--- config.mk ---
export PLATFORM = sky130hd
export DESIGN_NAME = move_key_ctrl
export DESIGN_NICKNAME = d
export VERILOG_FILES = /design/src/rtl/move_key_ctrl.sv
export SDC_FILE = /design/constraint.sdc
export NUM_CORES = 1
export LEC_CHECK = 0
export ABC_AREA = 0
export CAP_MARGIN = 10
export CORE_ASPECT_RATIO = 0.75
export CORE_UTILIZATION = 50
export CTS_CLUSTER_SIZE = 30
export DETAILED_ROUTE_END_ITERATION = 6
export GPL_TIMING_DRIVEN = 1
export PLACE_DENSITY = 0.65
export SKIP_CTS_REPAIR_TIMING = 1
export SLEW_MARGIN = 20
export SYNTH_ARGS = -nofsm -noshare
export SYNTH_HDL_FRONTEND = slang
export SYNTH_SLANG_ARGS = --single-unit
--- constraint.sdc ---
create_clock -name clk -period 6.1 [get_ports clk]
set_clock_uncertainty 0.15 [all_clocks]
set_input_delay 0.915 -clock clk [delete_from_list [all_inputs] [get_ports clk]]
set_output_delay 0.915 -clock clk [all_outputs]
set_load 0.02 [all_outputs]
--- src/rtl/move_key_ctrl.sv ---
// Horizontal-move key front end for the frog: synchronises and debounces the
// active-low left/right board keys, then a shared FSM turns clean presses into
// single-cycle L/R move requests with hold-to-repeat, L/R mutual exclusion and
// a freeze while a win/lose result is on screen.
module move_key_ctrl #(
  parameter int unsigned DEBOUNCE_CYCLES = 4,
  parameter int unsigned REPEAT_DELAY    = 20,
  parameter int unsigned REPEAT_RATE     = 8
) (
  input  logic clk,
  input  logic reset,
  input  logic keyL_n,
  input  logic keyR_n,
  input  logic freeze,
  output logic L,
  output logic R,
  output logic heldL,
  output logic heldR
);

  localparam int unsigned MAX_AB = (DEBOUNCE_CYCLES > REPEAT_DELAY) ? DEBOUNCE_CYCLES : REPEAT_DELAY;
  localparam int unsigned MAX_P  = (MAX_AB > REPEAT_RATE) ? MAX_AB : REPEAT_RATE;
  localparam int unsigned CW     = $clog2(MAX_P) + 1;

  localparam logic [CW-1:0] DB_LAST  = CW'(DEBOUNCE_CYCLES - 1);
  localparam logic [CW-1:0] RD_LAST  = CW'(REPEAT_DELAY - 1);
  localparam logic [CW-1:0] RR_LAST  = CW'(REPEAT_RATE - 1);
  localparam logic [CW-1:0] CNT_ONE  = CW'(1);

  typedef enum logic [1:0] {
    IDLE,
    DELAY,
    REPEAT,
    BLOCKED
  } state_t;

  // Index 0 is the left key, index 1 the right key throughout.
  logic [1:0]    sync1;
  logic [1:0]    sync2;
  logic [1:0]    pressed;
  logic [1:0]    held;
  logic [1:0]    held_next;
  logic [1:0]    press;
  logic [CW-1:0] dcnt [2];

  state_t        state;
  logic          act;
  logic [CW-1:0] rcnt;

  assign pressed = ~sync2;
  assign heldL   = held[0];
  assign heldR   = held[1];

  // Two-flop synchroniser per key; idles at 1 (released).
  always_ff @(posedge clk or negedge reset) begin
    if (!reset) begin
      sync1 <= '1;
      sync2 <= '1;
    end else begin
      sync1 <= {keyR_n, keyL_n};
      sync2 <= sync1;
    end
  end

  // Value held takes at this edge; lets the FSM react on the same edge held flips.
  always_comb begin
    held_next = held;
    for (int unsigned i = 0; i < 2; i++) begin
      if ((pressed[i] != held[i]) && (dcnt[i] == DB_LAST))
        held_next[i] = ~held[i];
    end
    press = held_next & ~held;
  end

  // Debounce: count consecutive disagreement cycles, flip held when the count completes.
  always_ff @(posedge clk or negedge reset) begin
    if (!reset) begin
      held <= '0;
      for (int unsigned i = 0; i < 2; i++) dcnt[i] <= '0;
    end else begin
      for (int unsigned i = 0; i < 2; i++) begin
        if (pressed[i] == held[i]) begin
          dcnt[i] <= '0;
        end else if (dcnt[i] == DB_LAST) begin
          dcnt[i] <= '0;
          held[i] <= ~held[i];
        end else if (dcnt[i] != '1) begin
          dcnt[i] <= dcnt[i] + CNT_ONE;
        end
      end
    end
  end

  // Move FSM: freeze beats everything, then both-keys blocking, then press/repeat.
  // Decisions use held_next so a press and its first pulse register on the same edge,
  // and a release on the edge of a due repeat suppresses that repeat.
  always_ff @(posedge clk or negedge reset) begin
    if (!reset) begin
      state <= IDLE;
      act   <= 1'b0;
      rcnt  <= '0;
      L     <= 1'b0;
      R     <= 1'b0;
    end else begin
      L <= 1'b0;
      R <= 1'b0;
      if (freeze) begin
        state <= IDLE;
        rcnt  <= '0;
      end else if (held_next[0] && held_next[1]) begin
        state <= BLOCKED;
        rcnt  <= '0;
      end else begin
        case (state)
          IDLE: begin
            if (press[0]) begin
              L     <= 1'b1;
              act   <= 1'b0;
              rcnt  <= '0;
              state <= DELAY;
            end else if (press[1]) begin
              R     <= 1'b1;
              act   <= 1'b1;
              rcnt  <= '0;
              state <= DELAY;
            end
          end
          DELAY: begin
            if (!held_next[act]) begin
              rcnt  <= '0;
              state <= IDLE;
            end else if (rcnt == RD_LAST) begin
              {R, L} <= act ? 2'b10 : 2'b01;
              rcnt   <= '0;
              state  <= REPEAT;
            end else if (rcnt != '1) begin
              rcnt <= rcnt + CNT_ONE;
            end
          end
          REPEAT: begin
            if (!held_next[act]) begin
              rcnt  <= '0;
              state <= IDLE;
            end else if (rcnt == RR_LAST) begin
              {R, L} <= act ? 2'b10 : 2'b01;
              rcnt   <= '0;
            end else if (rcnt != '1) begin
              rcnt <= rcnt + CNT_ONE;
            end
          end
          BLOCKED: begin
            if (!held_next[0] && !held_next[1]) state <= IDLE;
          end
          default: state <= IDLE;
        endcase
      end
    end
  end

endmodule
# == After elaboration in Yosys (flattened, before gate mapping) ==
# Index checks and enable logic that the tools add are counted.
# classes
n_bitwise,9
addsub,3
reduce_logical,16
n_mux,49
n_eq_ne,18
order_cmp,1
# ops
operator,n
$mux 6,15
$mux 1,21
$add 6x1->6 const B,3
$mux 2,9
$ne 6x6->1 const B,3
$pmux 6 s3,1
$eq 6x2->1 const B,2
$ne 5x5->1 const B,2
$ne 4x4->1 const B,2
$pmux 2 s4,1
$reduce_and 4->1,2
$eq 6x3->1 const B,1
$eq 6x5->1 const B,1
$not 1->1,6
$pmux 1 s3,2
$reduce_and 2->1,3
$reduce_bool 3->1,2
$reduce_bool 5->1,1
$eq 2x2->1 const B,2
$logic_and 1x1->1,4
$not 2->2,2
$and 2x2->2,1
$eq 1x1->1,2
$eq 2x1->1 const B,1
other kinds (5),7
# totals
elab_cells,107
ff_bits,29
input_bits,5
output_inout_bits,4

# == Longest topological paths before layout ==
# depth
ltp_word,10
ltp_mapped,8
ltp_nobuf,8

# == Worst setup path before layout ==
# OpenSTA, ideal clock, no wires.
# synth_timing
kind,input to register
start,input freeze
end,register rcnt[0]
slack_ps,3917
path_buffers,1
required_ps,5825
path_stages,5
t_arrival_ps,1909
path_cell_list,clkbuf_1 and4bb_2 o21ai_2 o21bai_1 mux2_2
# synth_between
elab_chain_len,2
elab_cells_between_ends,4
classes_between,eq/ne (1); mux (1); reduce/logical (2)
# synth_rtl
element,line_no,source
start: declaration,14,"input logic freeze,"
$ne 5x5->1 (no source line) or $reduce_bool 5->1 (tied branches),n/a,
$reduce_and 2->1 (no source line),n/a,
end signal: assignment,137,rcnt <= rcnt + CNT_ONE;
end signal: assignment,148,rcnt <= rcnt + CNT_ONE;
end: declaration,48,logic [CW-1:0] rcnt;
# Parallel ways exist; a longest one is shown, timed or not.
# A chain may end at the register's enable or synchronous reset.

# == Worst setup path in the final report ==
# layout_timing
start,register held[1]
end,output heldR
# layout_lines
element,line_no,source
start: declaration,41,logic [1:0] held;
start signal: indexed assignment,86,held[i] <= ~held[i];
end: declaration,18,output logic heldR
# No word-level cell between the ends.

==> impl_metrics.yaml <==
outcome:
  status: "finished, final reports clean"
finish:
  ff_latch_area_um2: 731
  fin_util: 0.599
  multi_input_area_um2: 1020
  area.growth.synth_to_final_pct: 12.2
  fill_cells: 262
  fin_area_um2: 2000
  num_antenna_cells: 0
  nets: 202
  drive_above_1_share: 0.137
timing:
  setup_viol: 0
  fin_ws_ns: 3.62
  hold_violations: 0
  fmax_ghz: 0.403
  worst_pin_slew_ns: 0.449
  maxSlewViolCount: 0
  period_needed_ns: 2.48
  post-route-period-util: 0.407
  slew_headroom: 0.700
  setup_tns_ns: 0
  rsz0062_at_grt: "false"
drt:
  viasPerCell: 5.99
  wirelength_mm: 3.43
  first_iter_violations: 67
  drcViolationCount: 0
  drtPass1Iterations: 4
  routedWlPerCell_um: 14.9
  ant_nets: 0
  vias: 1378
worst_setup_path:
  cpPeakStageDelay_ns: 0.65
  crit_fanout: 6
  crit_required_ns: 5.03
  cp_top_family: "buffers and inverters"
  crit_arrival_ns: 1.42
  cp_slowest_cell: "clkdlybuf4s50_1"
  worstSetupPathType: "register to output pin"
  start_kind: "register"
  crit_chain: "clkdlybuf4s50_1"
  cp.buffers_inverters: 1
  end_kind: "output pin"
placement:
  placed_area_um2: 1910
  place_ws_ns: 3.44
  place_congestion: 0.811
  io_buffer_count: 8
  place_hpwl_mm: 2.49
global_routing:
  grt_pass1_vias: 1257
  grt_overflow: 0
  grt_usage: 0.199
  grt_max_degree: 30
  antenna_found_initial: 0
  grt_pass1_wl_mm: 5.69
die:
  io-pin-count: 9
  die_w_um: 70.9
  initial_core_util: 0.534
  die_height_um: 53.7
  coreArea_um2: 3330
  die_area_um2: 3810
  num_rows: 18
synth:
  synth_cell_types: 55
  yosysMostFrequentCell: "dfrtp_1"
  ys.warnings.count: 0
  syn_area_um2: 1780
  synth_seq_cells: 29
  synth_top_area_cell: "dfrtp_1"
  synth-edff-count: 0
  async_flop_share: 1.00
  synthCells: 176
  syn_nets: 189
  synth_top_area_share: 0.351
  synthFlopType: "dfrtp_1"
  netlist_top_cells_area: "dfrtp_1 (35%), dfstp_2 (5.9%), ha_1 (5.6%), nor2_1 (4.8%), nand3_1 (3.1%)"
  syn_avg_cell_area_um2: 10.1
  synth-seq-area-share: 0.410
  synth_common_cells: "dfrtp_1 (25), nor2_1 (23), nand2_1 (12)"
worst_hold_path:
  hold_class: "register to register"
power:
  vdd_drop_max_mv: 0.181
  p_leak_nw: 0.883
  power.density_nw_per_um2: 354
clock_network:
  cts_buffer_depth: 2
  cts-buffers-inserted: 5
  htree_levels: 2
  cts.sinks: 29
  clockRootBuffer: "clkbuf_8"
  clk_pin_slew_ns: 0.06
  clk_latency_ns: 0.28
  cts_tree: "built"
flow_run:
  maxCapViolations: 0
==> worst paths after layout <==
kind                                       from                  end  slack (ns)  cells past startpoint
min reg2reg                  sync1[1]$_DFF_PN1_   sync2[1]$_DFF_PN1_        0.21                      0
min in group asynchronous                 reset  dcnt[5]$_DFFE_PN0P_        0.86                      2
max reg2reg                state[0]$_DFFE_PN0P_  rcnt[0]$_DFFE_PN0P_        3.74                      6
min                          sync1[1]$_DFF_PN1_   sync2[1]$_DFF_PN1_        0.21                      0
max                         held[1]$_DFFE_PN0P_                heldR        3.62                      1
max in group asynchronous                 reset   sync1[1]$_DFF_PN1_        4.61                      2
==> sequential cells by signal (all words and copies together) (netlist names), 2 cells and up <==
name	cells
dcnt	12
rcnt	6
sync2	2
held	2
state	2
sync1	2
==> report_power, final <==
| group | switching (W) | internal [W] | total (W) |
|---|---|---|---|
| Clock | 0.0000713 | 0.0000918 | 0.000163 |
| Combinational | 0.000161 | 0.000125 | 0.000286 |
| Sequential | 0.0000369 | 0.000221 | 0.000258 |
| Total | 0.000269 | 0.000438 | 0.000707 |
==> metrics by stage <==
| step | instances | power [W] | hold WS (ns) |
|---|---|---|---|
| finish | 230 | 0.000707 | 0.211 |
| global route | 230 | 0.000749 | 0.213 |
| CTS | 230 | 0.000708 | 0.209 |
| detailed placement | 222 | 0.000543 | 0.201 |
| global placement | 222 | 0.000535 | 0.196 |
| floorplan | 176 | 0.000473 | 0.195 |
==> worst reg2reg max path: stages (launching register included) <==
cell	delay, ns
dfrtp_1	0.42
inv_1	0.11
ha_1	0.28
or3_1	0.44
a211oi_4	0.47
nor3b_2	0.12
mux2_2	0.27
==> layer usage <==
layer,GRT usage,share of wire
met1,0.271,0.51
met2,0.304,0.43
met3,0.0524,0.043
met4,0.0867,0.015
met5,0,0
==> cell families after synthesis <==
group | after synthesis | share of synthesized area
AND/OR/NAND/NOR | 78 | 0.245
AO/OA/AOI/OAI | 41 | 0.209
flip-flops | 29 | 0.410
XOR/XNOR | 8 | 0.0393
buffers and inverters | 8 | 0.0169
adder cells (fa/ha/maj) | 8 | 0.0562
multiplexers | 4 | 0.0232
==> cell type report <==
| cell class | instances | area share |
|---|---|---|
| clock buffer | 8 | 0.0451 |
| multi-input combinational | 139 | 0.511 |
| timing repair buffer | 9 | 0.0439 |
| tap | 40 | 0.0251 |
| sequential | 29 | 0.366 |
| inverter | 5 | 0.00940 |
==> layout by cell type (no fill, tap or decap), drive strengths merged, types with 3 or more instances in the layout <==
cell type	netlist	final
o22a	3	3
o21ai	6	6
nand3	11	11
nor2b	4	4
xor2	4	4
dfstp	4	4
nor3b	4	4
ha	8	8
dfrtp	25	25
clkbuf	3	8
inv	5	5
nor2	23	23
nor3	4	4
mux2i	3	3
a31oi	5	5
nand2	13	13
and3	7	7
a21oi	5	5
xnor2	4	4
nand3b	3	3
clkdlybuf4s50	0	8
Note: power is estimated with default switching activity, not from simulation.
